File: config.mk
export PLATFORM = sky130hd
export DESIGN_NAME = ifu_prefetch
export DESIGN_NICKNAME = d
export VERILOG_FILES = /design/src/rtl/ifu_prefetch.sv
export SDC_FILE = /design/constraint.sdc
export NUM_CORES = 1
export LEC_CHECK = 0
export BUFFER_PORTS_ARGS = -buffer_cell sky130_fd_sc_hd__buf_2
export CAP_MARGIN = 20
export CORE_ASPECT_RATIO = 0.75
export CORE_MARGIN = 10
export CORE_UTILIZATION = 40
export DETAILED_ROUTE_END_ITERATION = 16
export PLACE_DENSITY = 0.61
export SLEW_MARGIN = 20
export SYNTH_ARGS = -nofsm -noshare
export SYNTH_HDL_FRONTEND = slang
export SYNTH_SLANG_ARGS = --single-unit
File: constraint.sdc
create_clock -name clk -period 7.1 [get_ports clk]
set_clock_uncertainty 0.1 [all_clocks]
set_input_delay 0.355 -clock clk [delete_from_list [all_inputs] [get_ports clk]]
set_output_delay 0.355 -clock clk [all_outputs]
set_load 0.01 [all_outputs]
File: src/rtl/ifu_prefetch.sv
// Instruction fetch unit with a prefetch queue: issues sequential requests to an
// in-order memory port, queues returned words with their PCs, and flushes on redirect.
module ifu_prefetch #(
  parameter int               WIDTH    = 32,
  parameter logic [WIDTH-1:0] RESET_PC = 'h0000_3000,
  parameter int               DEPTH    = 4,
  parameter int               PC_STEP  = 4
) (
  input  logic                     clk,
  input  logic                     rst_n,
  input  logic                     redirect,
  input  logic [WIDTH-1:0]         redirect_pc,
  output logic                     req_valid,
  input  logic                     req_ready,
  output logic [WIDTH-1:0]         req_addr,
  input  logic                     resp_valid,
  input  logic [WIDTH-1:0]         resp_data,
  output logic                     out_valid,
  input  logic                     out_ready,
  output logic [WIDTH-1:0]         out_ins,
  output logic [WIDTH-1:0]         out_pc,
  output logic [$clog2(DEPTH):0]   outstanding
);

  localparam int AW = $clog2(DEPTH);
  localparam int CW = AW + 1;
  localparam logic [CW:0]      LIMIT = (CW+1)'(DEPTH);
  localparam logic [WIDTH-1:0] STEP  = WIDTH'(PC_STEP);

  logic [WIDTH-1:0] fetch_pc_q, fetch_pc_d;
  logic [WIDTH-1:0] resp_pc_q, resp_pc_d;
  logic [CW-1:0]    count_q, count_d;
  logic [CW-1:0]    outstanding_q, outstanding_d;
  logic [CW-1:0]    drop_q, drop_d;
  logic [AW-1:0]    wr_ptr_q, wr_ptr_d;
  logic [AW-1:0]    rd_ptr_q, rd_ptr_d;
  logic [WIDTH-1:0] ins_mem_q [DEPTH];
  logic [WIDTH-1:0] ins_mem_d [DEPTH];
  logic [WIDTH-1:0] pc_mem_q  [DEPTH];
  logic [WIDTH-1:0] pc_mem_d  [DEPTH];

  logic        req_fire;
  logic        push;
  logic        pop;
  logic [CW:0] occupancy;

  // Queue slots are reserved for every in-flight request, so a response always fits.
  assign occupancy   = {1'b0, count_q} + {1'b0, outstanding_q};
  assign req_valid   = rst_n && !redirect && (occupancy < LIMIT);
  assign req_fire    = req_valid && req_ready;
  assign req_addr    = fetch_pc_q;
  assign out_valid   = (count_q != '0);
  assign out_ins     = ins_mem_q[rd_ptr_q];
  assign out_pc      = pc_mem_q[rd_ptr_q];
  assign outstanding = outstanding_q;

  assign push = !redirect && resp_valid && (drop_q == '0);
  assign pop  = !redirect && out_valid && out_ready;

  always_comb begin
    fetch_pc_d    = fetch_pc_q;
    resp_pc_d     = resp_pc_q;
    count_d       = count_q;
    drop_d        = drop_q;
    wr_ptr_d      = wr_ptr_q;
    rd_ptr_d      = rd_ptr_q;
    ins_mem_d     = ins_mem_q;
    pc_mem_d      = pc_mem_q;
    outstanding_d = outstanding_q + CW'(req_fire) - CW'(resp_valid);

    if (redirect) begin
      // Everything still in flight after this cycle's response is stale.
      fetch_pc_d = redirect_pc;
      resp_pc_d  = redirect_pc;
      count_d    = '0;
      wr_ptr_d   = '0;
      rd_ptr_d   = '0;
      drop_d     = outstanding_d;
    end else begin
      if (req_fire) begin
        fetch_pc_d = fetch_pc_q + STEP;
      end
      if (resp_valid && !push) begin
        drop_d = drop_q - CW'(1);
      end
      if (push) begin
        ins_mem_d[wr_ptr_q] = resp_data;
        pc_mem_d[wr_ptr_q]  = resp_pc_q;
        wr_ptr_d            = wr_ptr_q + AW'(1);
        resp_pc_d           = resp_pc_q + STEP;
      end
      if (pop) begin
        rd_ptr_d = rd_ptr_q + AW'(1);
      end
      count_d = count_q + CW'(push) - CW'(pop);
    end
  end

  always_ff @(posedge clk or negedge rst_n) begin
    if (!rst_n) begin
      fetch_pc_q    <= RESET_PC;
      resp_pc_q     <= RESET_PC;
      count_q       <= '0;
      outstanding_q <= '0;
      drop_q        <= '0;
      wr_ptr_q      <= '0;
      rd_ptr_q      <= '0;
      for (int i = 0; i < DEPTH; i++) begin
        ins_mem_q[i] <= '0;
        pc_mem_q[i]  <= RESET_PC;
      end
    end else begin
      fetch_pc_q    <= fetch_pc_d;
      resp_pc_q     <= resp_pc_d;
      count_q       <= count_d;
      outstanding_q <= outstanding_d;
      drop_q        <= drop_d;
      wr_ptr_q      <= wr_ptr_d;
      rd_ptr_q      <= rd_ptr_d;
      ins_mem_q     <= ins_mem_d;
      pc_mem_q      <= pc_mem_d;
    end
  end

endmodule

# Word level (Yosys, flattened, before mapping)
# Cells that the tools add are included.
dict set report totals {
  reg_bits 333
  latch_bits 0
  mem_bits_rw 0
  mem_bits_ro 0
  inputBits 70
  output_inout_bits 101
  elab_cells 71
  memories 0
}
dict set report op_classes {
  add_sub_neg 10
  mul 0
  div_mod_pow 0
  magnitude_cmp 4
  eq_ne 0
  n_shift 0
  mux 21
  n_bitwise 3
  reduce_logical 18
}
# op count
set op_table {}
lappend op_table {{two-way mux 32 bit} 9}
lappend op_table {{bitwise mux 128 bit} 2}
lappend op_table {{binary-select mux 32 bit (select 2 bit)} 2}
lappend op_table {{adder 32 x 3 -> 32 bit, second input constant} 2}
lappend op_table {{demux 32 bit (select 2 bit)} 1}
lappend op_table {{logical AND 1 bit} 9}
lappend op_table {{two-way mux 3 bit} 3}
lappend op_table {{two-way mux 2 bit} 4}
lappend op_table {{nonzero test 2 bit} 4}
lappend op_table {{adder 3 x 1 -> 3 bit} 2}
lappend op_table {{greater-or-equal comparator 3 bit, second input constant} 2}
lappend op_table {{inverter 2 -> 3 bit} 2}
lappend op_table {{subtractor 3 x 1 -> 3 bit} 2}
lappend op_table {{adder 2 x 1 -> 2 bit, second input constant} 2}
lappend op_table {{adder 3 x 3 -> 4 bit} 1}
lappend op_table {{less-than comparator 4 x 3 -> 1 bit, second input constant} 1}
lappend op_table {{logical NOT 3 bit} 1}
lappend op_table {{less-than comparator 3 x 1 -> 1 bit, second input constant} 1}
lappend op_table {{nonzero test 3 bit} 1}
lappend op_table {{subtractor 3 x 1 -> 3 bit, second input constant} 1}
lappend op_table {{logical NOT 1 bit} 2}
lappend op_table {{AND reduction 2 bit} 1}
lappend op_table {{inverter 1 bit} 1}

# Logic depth before layout (Yosys ltp)
# Gate-level depths: netlist of the first run.
dict set report logic_depth {
  depth_word 7
  depth_mapped 13
}

# Worst setup path before layout of the first run
# No wires, ideal clock.
dict set report synth_path {
  path_kind {register -> register}
  from {register outstanding_q[2] (netlist: outstanding[2])}
  to {register drop_q[2]}
  setup_ns 0.133
  t_arrival_ns 2.691
  t_required_ns 6.867
  setup_slack_ns 4.175
  path_stages_with_launch 14
  path_buffers 1
  path_cell_list {dfrtp_1 -> ha_1 -> nor4b_2 -> and4_1 -> inv_2 -> clkbuf_1 -> ha_1 -> inv_1 -> ha_1 -> fa_1 -> xnor2_1 -> xnor2_1 -> nand2_1 -> o21ai_0}
}
dict set report synth_between {
  elab_chain_cells 7
}
# item line_no
set synth_lines {}
lappend synth_lines {{start: declaration} 33} ;# logic [CW-1:0] outstanding_q, outstanding_d;
lappend synth_lines {{start signal: assignment} 116} ;# outstanding_q <= outstanding_d;
lappend synth_lines {{adder 3 x 3 -> 4 bit} 48} ;# assign occupancy = {1'b0, count_q} + {1'b0, outstanding_q};
lappend synth_lines {{less-than comparator 4 x 3 -> 1 bit} 49} ;# assign req_valid = rst_n && !redirect && (occupancy < LIMIT);
lappend synth_lines {{logical AND 1 bit} 49}
lappend synth_lines {{logical AND 1 bit} 50} ;# assign req_fire = req_valid && req_ready;
lappend synth_lines {{adder 3 x 1 -> 3 bit (*)} 69} ;# outstanding_d = outstanding_q + CW'(req_fire) - CW'(resp_valid);
lappend synth_lines {{subtractor 3 x 1 -> 3 bit (*)} 69}
lappend synth_lines {{via outstanding_d[2]} 33}
lappend synth_lines {{two-way mux 3 bit (*)} 71} ;# if (redirect) begin
lappend synth_lines {{end signal: assignment} 117} ;# drop_q <= drop_d;
lappend synth_lines {{end: declaration} 34} ;# logic [CW-1:0] drop_q, drop_d;
# The timed path passes the listed nets; every way through them passes the cells marked *.
# A chain may end at the register's enable or synchronous reset.

# Final worst setup path of the first run
dict set report layout_path {
  from {input rst_n}
  to {register drop_q[2]}
}
dict set report layout_between {
  elab_chain_cells 6
}
# item line_no
set layout_lines {}
lappend layout_lines {{start: declaration} 10} ;# input logic rst_n,
lappend layout_lines {{logical AND 1 bit (2 in series)} 49}
lappend layout_lines {{logical AND 1 bit} 50}
lappend layout_lines {{adder 3 x 1 -> 3 bit} 69}
lappend layout_lines {{subtractor 3 x 1 -> 3 bit} 69}
lappend layout_lines {{via outstanding_d[2]} 33}
lappend layout_lines {{two-way mux 3 bit} 71}
# The timed path passes the listed nets, and every way through them passes these cells.

==> metrics.txt, run 1 <==
Yosys top cell area share a little over half; HP Class in -> reg; number of synthesized flops with an enable pin 0; maximum VDD drop roughly 0.00016 V; Ant. Diodes 0; DRT antenna net count 0; Crit. End Element register; row count 61; first-iteration detailed-routing DRC count 498; RD Place Congestion ~0.8; Pwr Density 348 nW/µm²; die height between 150 and 200 µm; RR Endpoint drop_q[2]$_DFFE_PN0P_; setup slack, reg-to-reg 3.21 ns; minimum clock period roughly 4.1 ns; DRC errors left 0; Post-DP HPWL about 24000 µm; initial core utilization between 40% and 50%; Mapped Cells around 1100; 1st-pass router iterations 5; CP peak stage delay 0.76 ns; Die Area ~47000 µm²; Post-synth top flop dfrtp_1; RSZ-0062 raised after global routing no; CTS tree yes; core box area between 30000 and 40000 µm²; I/O pin cnt around 170; CP max stage cell and4_1; share of post-route cells with drive strength above 1 between 40 and 50%; number of global-route vias before repair about 11000; first-pass GRT wire length roughly 60000 µm; routed vias a little under 10000; reg2reg start outstanding[2]$_DFF_PN0_; # setup viols final 0; cells along the critical path dlygate4sd3_1 -> buf_8 -> nor4b_2 -> and4_1 -> inv_2 -> ha_1 -> inv_1 -> ha_1 -> fa_1 -> xnor2_1 -> xnor2_1 -> nand2_1 -> o21ai_0; crit path kind in -> reg; Netlist Area Pre-Place approximately 15000 µm²; Synth area leaders dfrtp_1, mux2_2, mux4_2; Syn Area/Cell approximately 14 µm²; Final Hold Fails 0; slew at the pin with the worst max-slew slack 1.10 ns; startpoint type of the worst setup path primary input; largest net degree at the start of global routing 71; Syn-to-layout area delta 19.6%; Sink Count roughly 330; critical path data required time around 7.4 ns; Async SR Flop Fraction between 90% and 100%; YS warnings 0; Hold EP req_addr[4]$_DFFE_PN0N_; # H-tree levels 2; Syn Nets 1200; nets ~1400; IO Port Bufs 170; clk_lat worst skew ~0.53 ns; Max-slew headroom a little over a quarter; CTS buffer count 37; WL/cell 20.2 µm; commonest non-fill, non-tap cell in the layout dfrtp_1; Reg2Reg Depth 12; crit share post-route between 50% and 60%; Final Max Slew Viols 0; worst hold start redirect_pc[4]; GRT Util Overall around 16%; most frequent cells in the layout dfrtp_1, mux2_2, buf_2; leading area contributor after synthesis dfrtp_1; gr ovfl total 0; status completed; Synth cell types 50; Fin Setup TNS 0 ns; fin util 48.9%; routed wire length around 37000 µm; P_leak 0.00854 µW; Root Buffer clkbuf_16; DIE WIDTH between 200 and 250 µm; CP Data Arrival Time around 4.4 ns; detail-routed via count per cell 5.34; max frequency 245 MHz; hold path depth 3; flops & latches, synth approximately 330; initial antenna violation count 0; clk slew on worst S/H paths around 0.060 ns; maximum fanout along the worst path 66; MaxCap Viol Count 0; clock buffer depth 3; sequential area share after synthesis 54.6%
==> flip-flops by register name (all words and copies together), names as in the netlist <==
register,count
wr_ptr_q,2
rd_ptr_q,2
outstanding,3
ins_mem_q,128
pc_mem_q,128
req_addr,32
drop_q,3
resp_pc_q,32
count_q,3
==> stage by stage <==
| stage | worst slack, ns | total power (µW) | instances | hold slack [ns] | instance area, µm² |
|---|---|---|---|---|---|
| final | 3.02 | 6360 | 1830 | 0.0243 | 18300 |
| after global routing | 2.65 | 6740 | 1830 | 0.00962 | 18300 |
| after CTS | 3.00 | 6460 | 1827 | 0.000448 | 18200 |
| after detailed placement | 2.85 | 4430 | 1725 | 0.231 | 16600 |
| after global placement | 2.91 | 4380 | 1725 | 0.222 | 16600 |
| after floorplan | 4.18 | 3730 | 1114 | -0.0406 | 15300 |
==> worst max path at each step <==
stage                                        start                    end  slack, ns  depth (start not counted)
final                                        rst_n  drop_q[2]$_DFFE_PN0P_       3.02                         13
after global routing                         rst_n  drop_q[2]$_DFFE_PN0P_       2.65                         13
after CTS                                    rst_n  drop_q[2]$_DFFE_PN0P_       3.00                         13
after detailed placement                  redirect  drop_q[2]$_DFFE_PN0P_       2.85                         12
after global placement                    redirect  drop_q[2]$_DFFE_PN0P_       2.91                         12
after floorplan           outstanding[2]$_DFF_PN0_  drop_q[2]$_DFFE_PN0P_       4.18                         13
==> where the power goes <==
part | leakage, µW | switching [µW] | internal [µW] | total [µW]
combinational | 0.00357 | 783 | 948 | 1730
clock | 0.000626 | 771 | 1210 | 1980
sequential | 0.00434 | 333 | 2310 | 2640
==> timing repair <==
item | in CTS | in global routing
setup buffers | 0 | 0
endpoints found under the hold margin | 145 | 0
resized for setup | 0 | 0
hold buffers | 35 | 0
==> cell usage after synthesis (2+ instances only) <==
master	number
buf_2	25
clkbuf_2	2
nand2_1	78
o21ai_0	55
fa_1	2
mux4_2	64
dfrtp_1	321
and3_1	11
a21boi_0	2
nor2_1	26
or4_1	3
a31oi_1	6
clkbuf_1	21
o211ai_1	13
and4_1	7
or3_1	8
dfstp_2	12
nand4_1	20
nor3_1	4
nand3_2	2
inv_1	20
xnor2_1	19
mux2_2	249
a21oi_1	14
and2_1	5
nor4_1	3
xor2_1	20
ha_1	14
nand3_1	38
buf_1	22
o311ai_0	8
a21o_1	2
==> cell families (layout without fill, tap and decap cells) <==
group,after synthesis,after routing,synth area share [%]
multiplexers,313,313,27.8
flip-flops,333,333,54.6
XOR/XNOR,39,39,2.23
buffers and inverters,91,303,2.45
adder cells (fa/ha/maj),16,16,1.41
AND/OR/NAND/NOR,219,219,7.60
AO/OA/AOI/OAI,103,103,3.97
==> worst max-delay path, delay by kind of cell <==
kind / cells / cell delay (ns)
compound gates: 1 / 0.10
xor+xnor: 2 / 0.33
fa+ha+maj: 3 / 0.97
buf+inv: 4 / 1.39
simple gates: 3 / 1.19
==> layer usage <==
| metal | vias to the layer above | share of wire, % | track usage (%) |
|---|---|---|---|
| met5 | - | 0 | 0 |
| met1 | 5064 | 48 | 22.4 |
| li1 | 4471 | - | - |
| met2 | 199 | 45 | 24.7 |
| met4 | 0 | 1.5 | 3.41 |
| met3 | 43 | 5.4 | 3.94 |
==> cell type report <==
| type | instances | area, µm² |
|---|---|---|
| clock buffer | 57 | 1130 |
| timing repair buffer | 215 | 1340 |
| inverter | 21 | 78.8 |
| clock inverter | 10 | 143 |
| sequential | 333 | 8360 |
| multi-input combinational | 690 | 6610 |
| fill | 3268 | 19100 |
| tap | 504 | 631 |
(Power assumes the default switching activity.)
==> inputs of run 2 (changes only) <==
clock period = 4.1 ns   (was 7.1 ns; I/O delays follow)
==> run 2 against run 1 <==
First-iteration DRC count up 29%. Worst hold slack better by 0.066 ns. Clock power is 69% higher. Critical path depth fell by 1. Core utilization rose by 0.64 points. Sequential share of layout area shrank 0.59 points. Wire length is 1.8% higher. Combinational power up 76%. Final cell count increased by 1.7%. Non-clock buffer count is 34 higher. Total power rose by 73%.
==> metrics.txt, run 2 (synthesis gave the netlist of run 1 again) <==
status completed; Crit. End Element register; RD Place Congestion a little over 0.8; CP bufs+invs 2; gr ovfl total 0; detail-routed via count per cell between 5 and 6; post-CTS resize count 0; Pwr Density 592 nW/µm²; Ant. Diodes 0; Sink Count approximately 330; P_leak 0.00864 µW; RSZ-0062 raised after global routing no; GRT Util Overall between 10% and 20%; Max-slew headroom approximately a quarter; # H-tree levels 2; maximum VDD drop 0.000335 V; 1st-pass router iterations 4; crit share post-route between 70 and 80%; Die Area 46500 µm²; clock buffer depth 3; die height ~190 µm; startpoint type of the worst setup path register; WL/cell 20.2 µm; critical path data required time about 4.4 ns; number of global-route vias before repair around 11000; max frequency 322 MHz; first-pass GRT wire length just over 60000 µm; # setup viols final 0; clk_lat worst skew 0.53 ns; first-iteration detailed-routing DRC count approximately 640; IO Port Bufs 170; registers with the most flip-flops ins_mem_q (128), pc_mem_q (128); core box area roughly 37000 µm²; CTS buffer count 37; routed wire length about 38000 µm; clk slew on worst S/H paths around 0.060 ns; initial antenna violation count 1; CTS tree yes; I/O pin cnt between 150 and 200; crit path kind reg -> reg; DIE WIDTH roughly 250 µm; Most common cell on crit path ha_1; minimum clock period about 3.1 ns; Syn-to-layout area delta 21.2%; DRT antenna net count 0; slew at the pin with the worst max-slew slack around 1.1 ns; row count 61; Post-DP HPWL roughly 24000 µm; Hold Buf Count CTS 66; fin util around half; largest net degree at the start of global routing ~150; Fin Setup TNS 0 ns; delay-heaviest family, CP adder cells; CP max stage cell dfrtp_1; DRC errors left 0; share of post-route cells with drive strength above 1 a little over two fifths; routed vias between 9000 and 10000; initial core utilization ~41%; Final Hold Fails 0; nets about 1400; cells along the critical path ha_1 -> nor4b_2 -> and4_1 -> inv_2 -> ha_1 -> inv_1 -> ha_1 -> fa_1 -> xnor2_1 -> xnor2_1 -> nand2_1 -> o21ai_0; maximum fanout along the worst path 28; CP Data Arrival Time roughly 3.4 ns; Final Max Slew Viols 0; MaxCap Viol Count 0; commonest non-fill, non-tap cell in the layout dfrtp_1; CP peak stage delay around 0.42 ns; most frequent cells in the layout dfrtp_1, mux2_2, buf_2; Root Buffer clkbuf_16; setup bufs post-CTS 0; HP Class in -> reg
==> run 2: path summary, 6_finish.rpt <==
| kind | cells past startpoint | slack, ns | start | endpoint |
|---|---|---|---|---|
| min | 3 | 0.09 | redirect | wr_ptr_q[0]$_DFFE_PN0N_ |
| max in group asynchronous | 4 | 2.16 | rst_n | pc_mem_q[94]$_DFFE_PN0P_ |
| min reg2reg | 2 | 0.37 | pc_mem_q[33]$_DFFE_PN0P_ | pc_mem_q[33]$_DFFE_PN0P_ |
| max | 12 | 0.99 | outstanding[2]$_DFF_PN0_ | drop_q[2]$_DFFE_PN0P_ |
| max reg2reg | 12 | 0.99 | outstanding[2]$_DFF_PN0_ | drop_q[2]$_DFFE_PN0P_ |
| min in group asynchronous | 3 | 0.40 | rst_n | pc_mem_q[52]$_DFFE_PN0P_ |
==> run 2: metal layers <==
metal | wire length (µm) | global-route usage (%)
met5 | 0 | 0
met4 | 520 | 3.34
met3 | 2490 | 4.05
met2 | 17200 | 25.2
met1 | 17400 | 23.1
==> run 2: area by class of cell <==
class / count / area (µm²)
Clock buffer: 53 / 1060
Clock inverter: 11 / 155
Fill cell: 3233 / 18900
Inverter: 21 / 78.8
Multi-Input combinational cell: 690 / 6610
Sequential cell: 333 / 8360
Tap cell: 504 / 631
Timing Repair Buffer: 249 / 1640
==> run 2: per-stage QoR <==
step / hold slack [ns] / cell area (µm²) / setup slack [ns] / cells / total power [µW]
5_1_grt: 0.0974 / 18500 / 0.736 / 1861 / 11600
3_3_place_gp: 0.339 / 16600 / 1.13 / 1731 / 7610
4_1_cts: 0.0708 / 18500 / 0.984 / 1861 / 11100
2_1_floorplan: -0.191 / 15300 / 1.18 / 1114 / 6470
3_5_place_dp: 0.347 / 16600 / 0.998 / 1731 / 7710
6_report: 0.0906 / 18500 / 0.992 / 1861 / 11000
==> run 2: worst register-to-register path, stage by stage (launching register included) <==
cell and delay [ns]:
dfrtp_1 0.42, ha_1 0.32, nor4b_2 0.24, and4_1 0.26, inv_2 0.20, ha_1 0.35
inv_1 0.04, ha_1 0.18, fa_1 0.37, xnor2_1 0.20, xnor2_1 0.18, nand2_1 0.08
o21ai_0 0.10
==> run 2: where the power goes <==
group / internal [µW] / leakage, µW / switching (µW)
logic: 1670 / 0.00370 / 1380
registers: 4000 / 0.00434 / 571
clock network: 2040 / 0.000601 / 1310
total: 7710 / 0.00864 / 3260
==> inputs of run 3 (changes only) <==
clock period = 3.1 ns   (was 4.1 ns; I/O delays follow)
==> run 3 against run 2 <==
Wire length rose by 1.2%. Clock power rose by 35%. Global-route usage rose by 0.11 points. Largest cell class unchanged. First-iteration DRC count fell by 22%.
==> metrics.txt, run 3 (synthesis gave the netlist of run 1 again) <==
Post-DP HPWL approximately 25000 µm; Root Buffer clkbuf_16; reg2reg start count_q[2]$_DFF_PN0_; WL/cell 20.3 µm; Max-slew headroom between 30% and 40%; core box area between 30000 and 40000 µm²; nets around 1400; MaxCap Viol Count 0; die height around 190 µm; clock network power share between 30% and 40%; Reg2Reg Depth 12; sequential power share between 40% and 50%; cells along the critical path ha_1 -> nor4b_2 -> and4_1 -> inv_2 -> ha_1 -> inv_1 -> ha_1 -> fa_2 -> xnor2_1 -> xnor2_1 -> nand2_1 -> o21ai_1; critical path data required time 3.46 ns; Most common cell on crit path ha_1; CP Depth 12; Syn-to-layout area delta 23.0%; Final Hold Fails 0; first-iteration detailed-routing DRC count 503; most frequent cells in the layout dfrtp_1, mux2_2, buf_2; RR Endpoint drop_q[2]$_DFFE_PN0P_; # H-tree levels 2; CTS buffer count 37; detail-routed via count per cell about 5.3; GRT Util Overall 16.5%; initial antenna violation count 0; Final Max Slew Viols 0; startpoint type of the worst setup path register; initial core utilization approximately two fifths; crit share post-route between 90% and 100%; share of post-route cells with drive strength above 1 43.8%; setup slack, reg-to-reg between 0.1 and 0.15 ns; Fin Setup TNS 0 ns; switching power roughly 4400 µW; clk slew on worst S/H paths approximately 0.060 ns; maximum VDD drop ~0.00037 V; clk_lat worst skew around 0.53 ns; RSZ-0062 raised after global routing no; Sink Count ~330; row count 61; largest net degree at the start of global routing just under 80; commonest non-fill, non-tap cell in the layout dfrtp_1; DRT antenna net count 0; CP max stage cell dfrtp_1; gr ovfl total 0; registers with the most flip-flops ins_mem_q (128), pc_mem_q (128); # setup viols final 0; CP Data Arrival Time between 3 and 4 ns; DRC errors left 0; max frequency between 300 and 400 MHz; Critical Path End drop_q[2]$_DFFE_PN0P_; combinational group share of total power between 20 and 30%; RD Place Congestion 0.788; IO Port Bufs between 150 and 200; slew at the pin with the worst max-slew slack 0.969 ns; DIE WIDTH approximately 250 µm; Pwr Density roughly 780 nW/µm²; Critical Path Start count_q[2]$_DFF_PN0_; crit path kind reg -> reg; Crit. End Element register; first-pass GRT wire length slightly above 60000 µm; I/O pin cnt 171; routed wire length roughly 38000 µm; HP Class in -> async; routed vias 10000; delay-heaviest family, CP adder cells; CTS tree yes; Net Sw Frac slightly below 30%; total internal power between 10000 and 15000 µW; maximum fanout along the worst path 3; Power, Total between 10000 and 15000 µW; minimum clock period 2.97 ns; status completed; CP bufs+invs 2; Die Area ~47000 µm²; CP peak stage delay 0.39 ns; clock buffer depth 3; P_leak 0.00879 µW; number of global-route vias before repair between 10000 and 15000; 1st-pass router iterations 5; Ant. Diodes 0
run 3: how the worst min path moves through the flow:
stage | startpoint | end | depth (start not counted)
floorplan | rst_n | count_q[0]$_DFF_PN0_ | 0
global placement | rst_n | ins_mem_q[114]$_DFFE_PN0P_ | 2
detailed placement | rst_n | ins_mem_q[82]$_DFFE_PN0P_ | 2
CTS | rst_n | ins_mem_q[0]$_DFFE_PN0P_ | 3
global route | rst_n | ins_mem_q[0]$_DFFE_PN0P_ | 3
finish | rst_n | ins_mem_q[0]$_DFFE_PN0P_ | 3
run 3: what timing repair did:
item                       in CTS  in global routing
hold endpoints to repair      320                  0
hold buffers                   68                  0
setup endpoints to repair       0                  1
buffers inserted                0                  4
resized for setup               0                  2
run 3: layer usage:
| metal | global-route usage [%] | wire (µm) | up-vias |
|---|---|---|---|
| met2 | 25.5 | 17400 | 222 |
| li1 | - | - | 4561 |
| met1 | 23.1 | 17900 | 5174 |
| met5 | 0 | 0 | - |
| met3 | 4.06 | 2220 | 47 |
| met4 | 3.60 | 597 | 0 |
run 3: stage by stage:
| step | cell area, µm² | std cells | worst slack (ns) | hold WS, ns | utilization [%] |
|---|---|---|---|---|---|
| CTS | 18800 | 1876 | 0.147 | 0.156 | 50.2 |
| global route | 18800 | 1881 | 0.0299 | 0.205 | 50.3 |
| detailed placement | 16800 | 1741 | 0.230 | 0.137 | 45.0 |
| floorplan | 15300 | 1114 | 0.175 | -0.241 | - |
| finish | 18800 | 1881 | 0.126 | 0.167 | 50.3 |
| global placement | 16800 | 1741 | 0.274 | 0.136 | 45.0 |
run 3: power by group through the flow:
stage | Clock, µW | Sequential (µW) | Combinational (µW)
6_report | 4510 | 5950 | 4230
4_1_cts | 4640 | 5960 | 4280
3_5_place_dp | 0 | 6030 | 4210
2_1_floorplan | 0 | 5760 | 2790
5_1_grt | 4830 | 6080 | 4650
3_3_place_gp | 0 | 5970 | 4140
run 3: layout make-up:
| class | instances | area (µm²) |
|---|---|---|
| well taps | 504 | 631 |
| multi-input cells | 690 | 6600 |
| inverters | 21 | 78.8 |
| flip-flops and latches | 333 | 8360 |
| clock inverters | 6 | 66.3 |
| fillers | 3311 | 18600 |
| repair buffers | 266 | 1880 |
| clock buffers | 61 | 1200 |
run 3: worst min-delay path, cell delays in order:
cell and delay, ns:
dlygate4sd3_1 0.56, buf_8 0.14, buf_4 0.33
